[src/rtl/oto_pilot_pkg.sv]
// ============================================================================
// Module : oto_pilot_pkg
// Brief  : Shared types and default sizes for the oto_pilot output arbiter.
// Rev    : 1.0  initial release
// ============================================================================
`default_nettype none

package oto_pilot_pkg;

  localparam int DEF_NUM_REQ = 3;
  localparam int DEF_CMD_W   = 3;

  typedef enum logic [1:0] {
    IDLE  = 2'd0,
    OWN   = 2'd1,
    DRAIN = 2'd2
  } state_e;

endpackage

`default_nettype wire

[src/rtl/oto_pilot_out_arbiter_if.sv]
// ============================================================================
// Module : oto_pilot_out_arbiter_if
// Brief  : Requester-side and pad-side signal bundle of the output arbiter.
// Rev    : 1.0  initial release
// ============================================================================
`default_nettype none

interface oto_pilot_out_arbiter_if
  import oto_pilot_pkg::*;
#(
  parameter int NUM_REQ = DEF_NUM_REQ,
  parameter int CMD_W   = DEF_CMD_W
);

  logic [NUM_REQ-1:0]       req;
  logic [NUM_REQ*CMD_W-1:0] cmd;
  logic [NUM_REQ-1:0]       cmd_valid;
  logic                     clr_err;
  logic [NUM_REQ-1:0]       grant;
  logic [CMD_W-1:0]         io_out;
  logic [CMD_W-1:0]         io_oeb;
  logic                     busy;
  logic                     timeout_err;

  modport master (
    output req, cmd, cmd_valid, clr_err,
    input  grant, io_out, io_oeb, busy, timeout_err
  );

  modport slave (
    input  req, cmd, cmd_valid, clr_err,
    output grant, io_out, io_oeb, busy, timeout_err
  );

endinterface

`default_nettype wire

[src/rtl/oto_pilot_rr_pick.sv]
// ============================================================================
// Module : oto_pilot_rr_pick
// Brief  : Combinational round-robin pick among sources 1..NUM_REQ-1.
// Rev    : 1.0  initial release
// ============================================================================
`default_nettype none

module oto_pilot_rr_pick
  import oto_pilot_pkg::*;
#(
  parameter int NUM_REQ = DEF_NUM_REQ,
  parameter int IDX_W   = $clog2(NUM_REQ)
) (
  input  wire logic [NUM_REQ-1:1] req_rr,
  input  wire logic [IDX_W-1:0]   ptr,
  output logic                    vld,
  output logic [IDX_W-1:0]        idx
);

  int cand;

  // Walk from the farthest candidate back to the nearest so the source just
  // after the pointer overwrites any later one.
  always_comb begin
    vld  = 1'b0;
    idx  = '0;
    cand = 0;
    for (int k = NUM_REQ - 1; k >= 1; k--) begin
      cand = int'(ptr) + k;
      if (cand > NUM_REQ - 1) cand = cand - (NUM_REQ - 1);
      if (req_rr[cand[IDX_W-1:0]]) begin
        vld = 1'b1;
        idx = cand[IDX_W-1:0];
      end
    end
  end

endmodule

`default_nettype wire

[src/rtl/oto_pilot_out_arbiter.sv]
// ============================================================================
// Module : oto_pilot_out_arbiter
// Brief  : Shares the actuator pads among requesters; source 0 is failsafe.
// Rev    : 1.0  initial release
// ============================================================================
`default_nettype none

module oto_pilot_out_arbiter
  import oto_pilot_pkg::*;
#(
  parameter int NUM_REQ     = DEF_NUM_REQ,
  parameter int CMD_W       = DEF_CMD_W,
  parameter int HOLD_CYC    = 16,
  parameter int TIMEOUT_CYC = 1024
) (
  input wire logic           clk,
  input wire logic           rst_n,
  oto_pilot_out_arbiter_if.slave bus
);

  localparam int IDX_W  = $clog2(NUM_REQ);
  localparam int HOLD_W = $clog2(HOLD_CYC + 1);
  localparam int WD_W   = $clog2(TIMEOUT_CYC + 1);

  localparam logic [HOLD_W-1:0] HOLD_LOAD = HOLD_W'(HOLD_CYC);
  localparam logic [WD_W-1:0]   WD_LOAD   = WD_W'(TIMEOUT_CYC);
  localparam logic [IDX_W-1:0]  PTR_RST   = IDX_W'(NUM_REQ - 1);

  state_e              state_q,  state_d;
  logic [IDX_W-1:0]    owner_q,  owner_d;
  logic [IDX_W-1:0]    rr_ptr_q, rr_ptr_d;
  logic [NUM_REQ-1:0]  grant_q,  grant_d;
  logic [CMD_W-1:0]    io_out_q, io_out_d;
  logic [CMD_W-1:0]    io_oeb_q, io_oeb_d;
  logic                busy_q,   busy_d;
  logic                err_q,    err_d;
  logic [HOLD_W-1:0]   hold_q,   hold_d;
  logic [WD_W-1:0]     wd_q,     wd_d;

  logic                rr_vld;
  logic [IDX_W-1:0]    rr_idx;
  logic [IDX_W-1:0]    win_idx;
  logic                any_req;
  logic [CMD_W-1:0]    cmd_win;
  logic [CMD_W-1:0]    cmd_own;
  logic                preempt;
  logic                release_own;

  oto_pilot_rr_pick #(
    .NUM_REQ (NUM_REQ),
    .IDX_W   (IDX_W)
  ) u_rr_pick (
    .req_rr (bus.req[NUM_REQ-1:1]),
    .ptr    (rr_ptr_q),
    .vld    (rr_vld),
    .idx    (rr_idx)
  );

  assign any_req     = bus.req[0] | rr_vld;
  assign win_idx     = bus.req[0] ? '0 : rr_idx;
  assign cmd_win     = bus.cmd[int'(win_idx)*CMD_W +: CMD_W];
  assign cmd_own     = bus.cmd[int'(owner_q)*CMD_W +: CMD_W];
  assign preempt     = bus.req[0] && (owner_q != '0);
  assign release_own = (hold_q == '0) && !bus.req[owner_q];

  always_comb begin
    state_d  = state_q;
    owner_d  = owner_q;
    rr_ptr_d = rr_ptr_q;
    grant_d  = grant_q;
    io_out_d = io_out_q;
    io_oeb_d = io_oeb_q;
    busy_d   = busy_q;
    err_d    = err_q;
    hold_d   = hold_q;
    wd_d     = wd_q;

    if (bus.clr_err) err_d = 1'b0;

    case (state_q)
      IDLE: begin
        if (any_req) begin
          state_d          = OWN;
          owner_d          = win_idx;
          grant_d          = '0;
          grant_d[win_idx] = 1'b1;
          io_out_d         = cmd_win;
          io_oeb_d         = '0;
          busy_d           = 1'b1;
          hold_d           = HOLD_LOAD;
          wd_d             = WD_LOAD;
          if (win_idx != '0) rr_ptr_d = win_idx;
        end
      end
      OWN: begin
        // Exit priority: failsafe preempt, then voluntary release, then watchdog.
        if (preempt || release_own || (wd_q == '0)) begin
          state_d  = DRAIN;
          grant_d  = '0;
          io_oeb_d = '1;
          if (!preempt && !release_own) err_d = 1'b1;
        end else begin
          if (bus.cmd_valid[owner_q]) begin
            io_out_d = cmd_own;
            wd_d     = WD_LOAD;
          end else begin
            wd_d = wd_q - 1'b1;
          end
          hold_d = (hold_q == '0) ? '0 : hold_q - 1'b1;
        end
      end
      DRAIN: begin
        state_d = IDLE;
        busy_d  = 1'b0;
      end
      default: begin
        state_d  = IDLE;
        grant_d  = '0;
        io_oeb_d = '1;
        busy_d   = 1'b0;
      end
    endcase
  end

  always_ff @(posedge clk or negedge rst_n) begin
    if (!rst_n) begin
      state_q  <= IDLE;
      owner_q  <= '0;
      rr_ptr_q <= PTR_RST;
      grant_q  <= '0;
      io_out_q <= '0;
      io_oeb_q <= '1;
      busy_q   <= 1'b0;
      err_q    <= 1'b0;
      hold_q   <= '0;
      wd_q     <= '0;
    end else begin
      state_q  <= state_d;
      owner_q  <= owner_d;
      rr_ptr_q <= rr_ptr_d;
      grant_q  <= grant_d;
      io_out_q <= io_out_d;
      io_oeb_q <= io_oeb_d;
      busy_q   <= busy_d;
      err_q    <= err_d;
      hold_q   <= hold_d;
      wd_q     <= wd_d;
    end
  end

  assign bus.grant       = grant_q;
  assign bus.io_out      = io_out_q;
  assign bus.io_oeb      = io_oeb_q;
  assign bus.busy        = busy_q;
  assign bus.timeout_err = err_q;

endmodule

`default_nettype wire

[src/flat_wrapper.sv]
// flat-port wrapper written by rule: the top's interface ports become plain ports
module oto_pilot_out_arbiter_flat import oto_pilot_pkg::*;
#(
  parameter int NUM_REQ     = DEF_NUM_REQ,
  parameter int CMD_W       = DEF_CMD_W,
  parameter int HOLD_CYC    = 16,
  parameter int TIMEOUT_CYC = 1024
)
  (clk, rst_n, bus_req, bus_cmd, bus_cmd_valid, bus_clr_err, bus_grant, bus_io_out, bus_io_oeb, bus_busy, bus_timeout_err);
  oto_pilot_out_arbiter_if #(.NUM_REQ(NUM_REQ), .CMD_W(CMD_W)) bus_i ();
  input wire logic clk;
  input wire logic rst_n;
  input wire logic [$bits(bus_i.req)-1:0] bus_req;
  input wire logic [$bits(bus_i.cmd)-1:0] bus_cmd;
  input wire logic [$bits(bus_i.cmd_valid)-1:0] bus_cmd_valid;
  input wire logic [$bits(bus_i.clr_err)-1:0] bus_clr_err;
  output wire logic [$bits(bus_i.grant)-1:0] bus_grant;
  output wire logic [$bits(bus_i.io_out)-1:0] bus_io_out;
  output wire logic [$bits(bus_i.io_oeb)-1:0] bus_io_oeb;
  output wire logic [$bits(bus_i.busy)-1:0] bus_busy;
  output wire logic [$bits(bus_i.timeout_err)-1:0] bus_timeout_err;
  assign bus_i.req = bus_req;
  assign bus_i.cmd = bus_cmd;
  assign bus_i.cmd_valid = bus_cmd_valid;
  assign bus_i.clr_err = bus_clr_err;
  assign bus_grant = bus_i.grant;
  assign bus_io_out = bus_i.io_out;
  assign bus_io_oeb = bus_i.io_oeb;
  assign bus_busy = bus_i.busy;
  assign bus_timeout_err = bus_i.timeout_err;
  oto_pilot_out_arbiter #(.NUM_REQ(NUM_REQ), .CMD_W(CMD_W), .HOLD_CYC(HOLD_CYC), .TIMEOUT_CYC(TIMEOUT_CYC)) u_core (.clk(clk), .rst_n(rst_n), .bus(bus_i));
endmodule
[config.mk]
export PLATFORM = sky130hd
export DESIGN_NAME = oto_pilot_out_arbiter_flat
export DESIGN_NICKNAME = d
export VERILOG_FILES = /design/src/rtl/oto_pilot_pkg.sv /design/src/rtl/oto_pilot_out_arbiter_if.sv /design/src/rtl/oto_pilot_rr_pick.sv /design/src/rtl/oto_pilot_out_arbiter.sv /design/src/flat_wrapper.sv
export SDC_FILE = /design/constraint.sdc
export NUM_CORES = 1
export LEC_CHECK = 0
export CORE_UTILIZATION = 52
export CTS_CLUSTER_SIZE = 30
export DETAILED_ROUTE_END_ITERATION = 16
export MAX_ROUTING_LAYER = met4
export PLACE_DENSITY = 0.78
export SETUP_SLACK_MARGIN = 0.15
export SYNTH_ARGS = -nofsm -noshare
export SYNTH_HDL_FRONTEND = slang
export SYNTH_HIERARCHICAL = 1
export SYNTH_SLANG_ARGS = --single-unit
[constraint.sdc]
create_clock -name clk -period 2.5 [get_ports clk]
set_clock_uncertainty 0.2 [all_clocks]
set_input_delay 0.5 -clock clk [delete_from_list [all_inputs] [get_ports clk]]
set_output_delay 0.5 -clock clk [all_outputs]
set_load 0.005 [all_outputs]
==> impl_results.md, run 1 <==
- Status: finished, final reports clean
- Tcrit/Tclk final: 90.8%
- DR DRC count: 0
- I/O Buffers: 28
- Core footprint: 3100 um2
- Clock transition at path regs: 0.10 ns
- Layout Cells excl Fill: 271
- Commonest non-fill, non-tap cell in the layout: dfrtp_1
- WL final: 3910 um
- Worst-Margin Slew: 0.393 ns
- WP buf/inv: 1
- HPWL after detailed placement: 2910 um
- Final setup viols: 0
- Mapped Area: 1730 um2
- CTS Root Cell: clkbuf_4
- Initial drt markers: 90
- Synth-to-Final Area Change: 30.2%
- Slew Limit Fails: 0
- Clk Latency, worst-skew pair: 0.34 ns
- Synth Instances: 176
- Critical-path cell list: clkdlybuf4s50_1 -> o21ai_1 -> and2_1 -> nor2b_1 -> mux2i_2 -> mux2i_1 -> o2bb2ai_1 -> mux2_2
- Worst Path Required: 2.54 ns
- Row count: 20
- Synth async-reset ratio: 100%
- CP Class: input pin to flop
- Vias in the first global route: 1,468
- Number of flops mapped to enable cells by yosys: 0
- CTS Buffer Depth: 2
- Starting Density: 55.8%
- Syn nets: 196
- Pin count of the biggest net entering global routing: 32
- Synth Area per Inst: 9.83 um2
- Crit. End Element: flop
- Register area share after synthesis: 45.0%
- Power density over the cells: 1230 nW/um2
- Crit Path Max Fanout: 4
- Drt pass-1 iters: 6
- Synth cell types: 46
- Slew HR: 73.8%
- First-pass GRT wire length: 6380 um
- Die area: 3560 um2
- Routed Antenna Nets: 0
- Dominant cell type by area after synthesis: dfrtp_1
- Synth warn: 6
- Count of state elements after synthesis: 31
- Setup_tns: 0 ns
- Post-CTS setup buffer count: 0
- Unrepaired setup endpoints after global routing: true
- Drt wl/cell: 14.4 um
- Initial antenna violation count: 0
- CTS buffer count: 5
- Commonest non-fill, non-tap cells in the layout: dfrtp_1, clkdlybuf4s50_1, buf_4, nand2_1, a21oi_1
- Clock net sink count: 31
- CP top delay family: multiplexers
- Placed Cells: 263
- CP peak stage delay: 0.49 ns
- Die width: 59.7 um
- Top FF cell, synth: dfrtp_1
- Fin. Hold Viols: 0
- Min-Delay Path Class: flop to flop
- Vias: 1,517
- CTS tree: done
- I/O pin total: 29
- Crit path time final: 2.27 ns
- Maximum clock frequency: 440 MHz
- H-tree levels: 2
- GRT Util Overall: 25.3%
- Total grt overflow: 0
- Synth top area cells: dfrtp_1, a21o_1, nand2_1
- Max-cap violations: 0
- Diode count: 0
- Worst Path Arrival: 2.31 ns
- RePlAce Congestion: 0.873
- Die Ht: 59.7 um
- Vias per cell: 5.60
- Net count reported at finish: 246
- Leakage: 1.06 nW
- Max IR drop VDD: 715 uV
- Layout cells sized above 1: 20.7%
- Top cell type's share of synthesized area: 41.9%
- CP max stage cell: clkdlybuf4s50_1
- Setup crit start kind: input pin
worst min-delay path, stage by stage (launching register included):
cell,delay (ns)
dfstp_2,0.39
nand2_1,0.06
nand2_1,0.06
path summary, 6_finish.rpt:
kind / start / slack (ns) / end / depth (start not counted)
worst max-delay path: bus_req[2] / 0.23 / u_core/bus.io_out[1] / 8
worst min-delay path: u_core/rr_ptr_q[1] / 0.30 / u_core/rr_ptr_q[1] / 2
worst max register to register: u_core/rr_ptr_q[1] / 0.33 / u_core/bus.io_out[1] / 7
worst min register to register: u_core/rr_ptr_q[1] / 0.30 / u_core/rr_ptr_q[1] / 2
max in group asynchronous: rst_n / 1.45 / u_core/bus.io_oeb[1] / 2
min in group asynchronous: rst_n / 0.34 / u_core/owner_q[1] / 2
layout make-up:
class	instances	area, um2
Clock inverter	3	20.0
Sequential cell	31	778
Multi-Input combinational cell	130	887
Inverter	9	36.3
Timing Repair Buffer	49	438
Tap cell	44	55.1
Fill cell	248	851
Clock buffer	5	37.5
timing repair:
item                                    in CTS  in global routing
hold buffers                                 0                  0
gates resized for setup                      0                  3
hold endpoints to repair                     0                  0
endpoints found under the setup margin       0                 10
where the power goes:
group | switching (mW) | internal, mW | total (mW)
clock | 0.190 | 0.107 | 0.298
combinational | 0.717 | 0.857 | 1.57
sequential | 0.185 | 0.703 | 0.889
flip-flops by register name, indices dropped and copies added (netlist names):
| register | cells |
|---|---|
| u_core/bus.io_out | 3 |
| u_core/wd_q | 11 |
| u_core/bus.grant | 3 |
| u_core/bus.busy | 1 |
| u_core/bus.timeout_err | 1 |
| u_core/bus.io_oeb | 1 |
| u_core/rr_ptr_q | 2 |
| u_core/state_q | 2 |
| u_core/hold_q | 5 |
| u_core/owner_q | 2 |
cells by family after synthesis:
| kind of cell | synth area share [%] |
|---|---|
| AND/OR/NAND/NOR | 21.3 |
| AO/OA/AOI/OAI | 20.5 |
| multiplexers | 7.16 |
| buffers and inverters | 4.55 |
| flip-flops | 45.0 |
| adder cells (fa/ha/maj) | 1.45 |
metal layers:
| layer | track usage [%] | up-vias | share of wire, % |
|---|---|---|---|
| met3 | 6.49 | 9 | 3.9 |
| met5 | - | - | 0 |
| met4 | 9.63 | 0 | 1.8 |
| met1 | 30.3 | 738 | 47 |
| li1 | - | 733 | - |
| met2 | 41.0 | 37 | 48 |
per-stage QoR:
step	hold WS (ns)	utilization [%]	cell area [um2]	total power, mW	setup slack (ns)
after detailed placement	0.280	70.3	2180	2.44	-0.218
final	0.297	72.6	2250	2.76	0.230
after floorplan	0.00441	-	1730	1.83	0.428
after CTS	0.297	72.1	2240	2.75	0.163
after global routing	0.318	72.6	2250	2.98	0.138
after global placement	0.264	70.3	2180	2.38	-0.0851
synth_stat cells (6+ instances only):
| library cell | n |
|---|---|
| nor2_1 | 8 |
| o21ai_0 | 8 |
| inv_1 | 8 |
| nand2b_1 | 9 |
| a21oi_1 | 10 |
| a21o_1 | 9 |
| nand2_1 | 17 |
| dfrtp_1 | 29 |
| nand3b_1 | 6 |
| nor3_1 | 6 |
| mux2i_1 | 6 |
(Power assumes the default switching activity.)
==> inputs of run 2 (changes only) <==
- CAP_MARGIN: unset -> 20
==> results of run 2 <==
The final DEF is identical to that of run 1; final timing and power are the same.
==> inputs of run 3 (changes only) <==
- ABC_CLOCK_PERIOD_IN_PS: unset -> 2500
- CORE_UTILIZATION: 52 -> 55
- CTS_BUF_LIST: unset -> sky130_fd_sc_hd__clkbuf_2
- PLACE_DENSITY: 0.78 -> 0.82
==> run 3 against run 2 <==
  * Cell count shrank 0.74%
  * Combinational power barely moved
  * Via count increased by 0.46%
  * Core utilization rose by 5.5 points
  * Highest routed layer unchanged
==> impl_results.md, run 3 (synthesized netlist as in run 1, its figures left out) <==
- Sequential power share: 31.6% (-0.6 points)
- Commonest non-fill, non-tap cell in the layout: dfrtp_1
- Status: finished, final reports clean
- Total grt overflow: 0 (unchanged)
- CTS Buffer Depth: 2 (unchanged)
- Unrepaired setup endpoints after global routing: false
- CTS Root Cell: clkbuf_2
- H-tree levels: 2 (unchanged)
- Vias in the first global route: 1,531 (+4.3%)
- Worst Path Arrival: 2.30 ns (about the same)
- CTS tree: done
- Initial drt markers: 57 (-37%)
- Largest regs: u_core/wd_q (11), u_core/hold_q (5)
- Worst-Margin Slew: 0.394 ns (+0.00139 ns)
- Maximum clock frequency: 453 MHz (+2.8%)
- Leakage: 1.07 nW (+0.58%)
- Post-CTS setup buffer count: 0 (unchanged)
- HPWL after detailed placement: 2960 um (+1.8%)
- Fin. Hold Viols: 0 (unchanged)
- Clk Latency, worst-skew pair: 0.38 ns (+0.04 ns)
- Clock group share of total power: 12.2% (+1.4 points)
- RePlAce Congestion: 0.923 (+5.7%)
- Area of the multi-input gates: 878 um2 (-0.99%)
- DP Area: 2180 um2 (-0.11%)
- Hold WS: 0.293 ns (-0.00349 ns)
- P_int: 1.71 mW (+2.8%)
- I/O Buffers: 28 (unchanged)
- Sw Pwr: 1.09 mW (-0.35%)
- CP Class: input pin to flop
- Clock transition at path regs: 0.16 ns (+0.06 ns)
- Tcrit/Tclk final: 88.4% (-2.5 points)
- Commonest non-fill, non-tap cells in the layout: dfrtp_1, clkdlybuf4s50_1, buf_4, nand2_1, a21oi_1
- Min-Delay Path Class: flop to flop
- Drt wl/cell: 14.9 um (+3.6%)
- Crit Path Max Fanout: 4 (unchanged)
- Starting Density: 60.2% (+4.4 points)
- Max-cap violations: 0 (unchanged)
- Net count reported at finish: 246 (unchanged)
- Row count: 19 (-5.0%)
- Fillers: 207 (-17%)
- Die area: 3370 um2 (-5.3%)
- Switching portion of total power: 38.8% (-0.73 points)
- Routed Antenna Nets: 0 (unchanged)
- Drt pass-1 iters: 4 (-2)
- Max reg flops: 11 (unchanged)
- First-pass GRT wire length: 6760 um (+6.1%)
- WL final: 4020 um (+2.8%)
- Die width: 58.1 um (-2.7%)
- Setup crit start kind: input pin
- Slew HR: 73.7% (-0.093 points)
- Final setup viols: 0 (unchanged)
- Setup_tns: 0 ns (unchanged)
- Initial antenna violation count: 0 (unchanged)
- Largest Register: u_core/wd_q
- Die Ht: 58.1 um (-2.7%)
- Worst Path Required: 2.59 ns (+0.05 ns)
- Layout cells sized above 1: 20.3% (-0.44 points)
- Max IR drop VDD: 692 uV (-3.3%)
- CTS buffer count: 5 (unchanged)
- Diode count: 0 (unchanged)
- Comb power frac: 56.2% (-0.8 points)
- Post-place setup slack: -0.181 ns (+0.0374 ns)
- Crit path time final: 2.21 ns (-0.0614 ns)
- Vias: 1,524 (+0.46%)
- Final instance area: 2250 um2 (-0.22%)
- I/O pin total: 29 (unchanged)
- Synth-to-Final Area Change: 29.9%
- Clock net sink count: 31 (unchanged)
- Vias per cell: 5.67 (+1.2%)
- Fin worst setup slack: 0.291 ns (+0.0614 ns)
- Crit. End Element: flop
- GRT Util Overall: 27.8% (+2.4 points)
- Power density over the cells: 1250 nW/um2 (+1.8%)
- Core footprint: 2880 um2 (-7.3%)
- Slew Limit Fails: 0 (unchanged)
- DR DRC count: 0 (unchanged)
- Pin count of the biggest net entering global routing: 32 (unchanged)
- Storage cell area: 778 um2 (unchanged)
==> run 3: layout make-up <==
type                       instances  share of cell area, %
clock buffer                       5                   1.11
clock inverter                     3                   1.73
inverter                           9                   1.61
multi-input combinational        130                   39.1
sequential                        31                   34.6
tap                               42                   2.34
timing repair buffer              49                   19.5
==> run 3: metal layers <==
metal / wire length (um) / share of wire, % / global-route usage, % / up-vias
met5: 0 / 0 / - / -
met4: 73 / 1.8 / 9.52 / 0
met3: 238 / 5.9 / 8.04 / 10
met2: 2040 / 51 / 45.6 / 49
met1: 1670 / 41 / 32.5 / 730
li1: - / - / - / 735
==> run 3: timing repair <==
action	4_1_cts	5_1_grt
resized for setup	0	2
setup endpoints to repair	0	7
hold buffers	0	0
==> run 3: worst max-delay path, stage by stage <==
cell and delay (ns):
clkdlybuf4s50_1 0.50, o21ai_1 0.06, and2_1 0.16, nor2b_1 0.17, mux2i_2 0.31, mux2i_1 0.24
o2bb2ai_1 0.09, mux2_2 0.26
==> run 3: power by group through the flow <==
stage | sequential, mW | combinational, mW | clock (mW)
6_report | 0.886 | 1.57 | 0.343
5_1_grt | 0.916 | 1.72 | 0.375
4_1_cts | 0.884 | 1.56 | 0.351
3_5_place_dp | 0.892 | 1.55 | 0
3_3_place_gp | 0.876 | 1.49 | 0
2_1_floorplan | 0.856 | 0.974 | 0
==> run 3: final timing paths <==
check | start | endpoint | slack [ns] | cells after the start
setup / recovery | bus_req[2] | u_core/bus.io_out[0] | 0.29 | 8
hold / removal | u_core/rr_ptr_q[1] | u_core/rr_ptr_q[1] | 0.29 | 2
setup reg to reg | u_core/wd_q[0] | u_core/wd_q[5] | 0.31 | 8
hold reg to reg | u_core/rr_ptr_q[1] | u_core/rr_ptr_q[1] | 0.29 | 2
max in group asynchronous | rst_n | u_core/rr_ptr_q[1] | 1.47 | 2
min in group asynchronous | rst_n | u_core/bus.grant[2] | 0.30 | 2
==> run 3: through the flow <==
step / utilization, % / instances / power [mW]
final: 78.1 / 269 / 2.80
after global routing: 78.1 / 269 / 3.02
after CTS: 77.9 / 269 / 2.79
after detailed placement: 75.7 / 261 / 2.44
after global placement: 75.7 / 261 / 2.37
after floorplan: - / 176 / 1.83
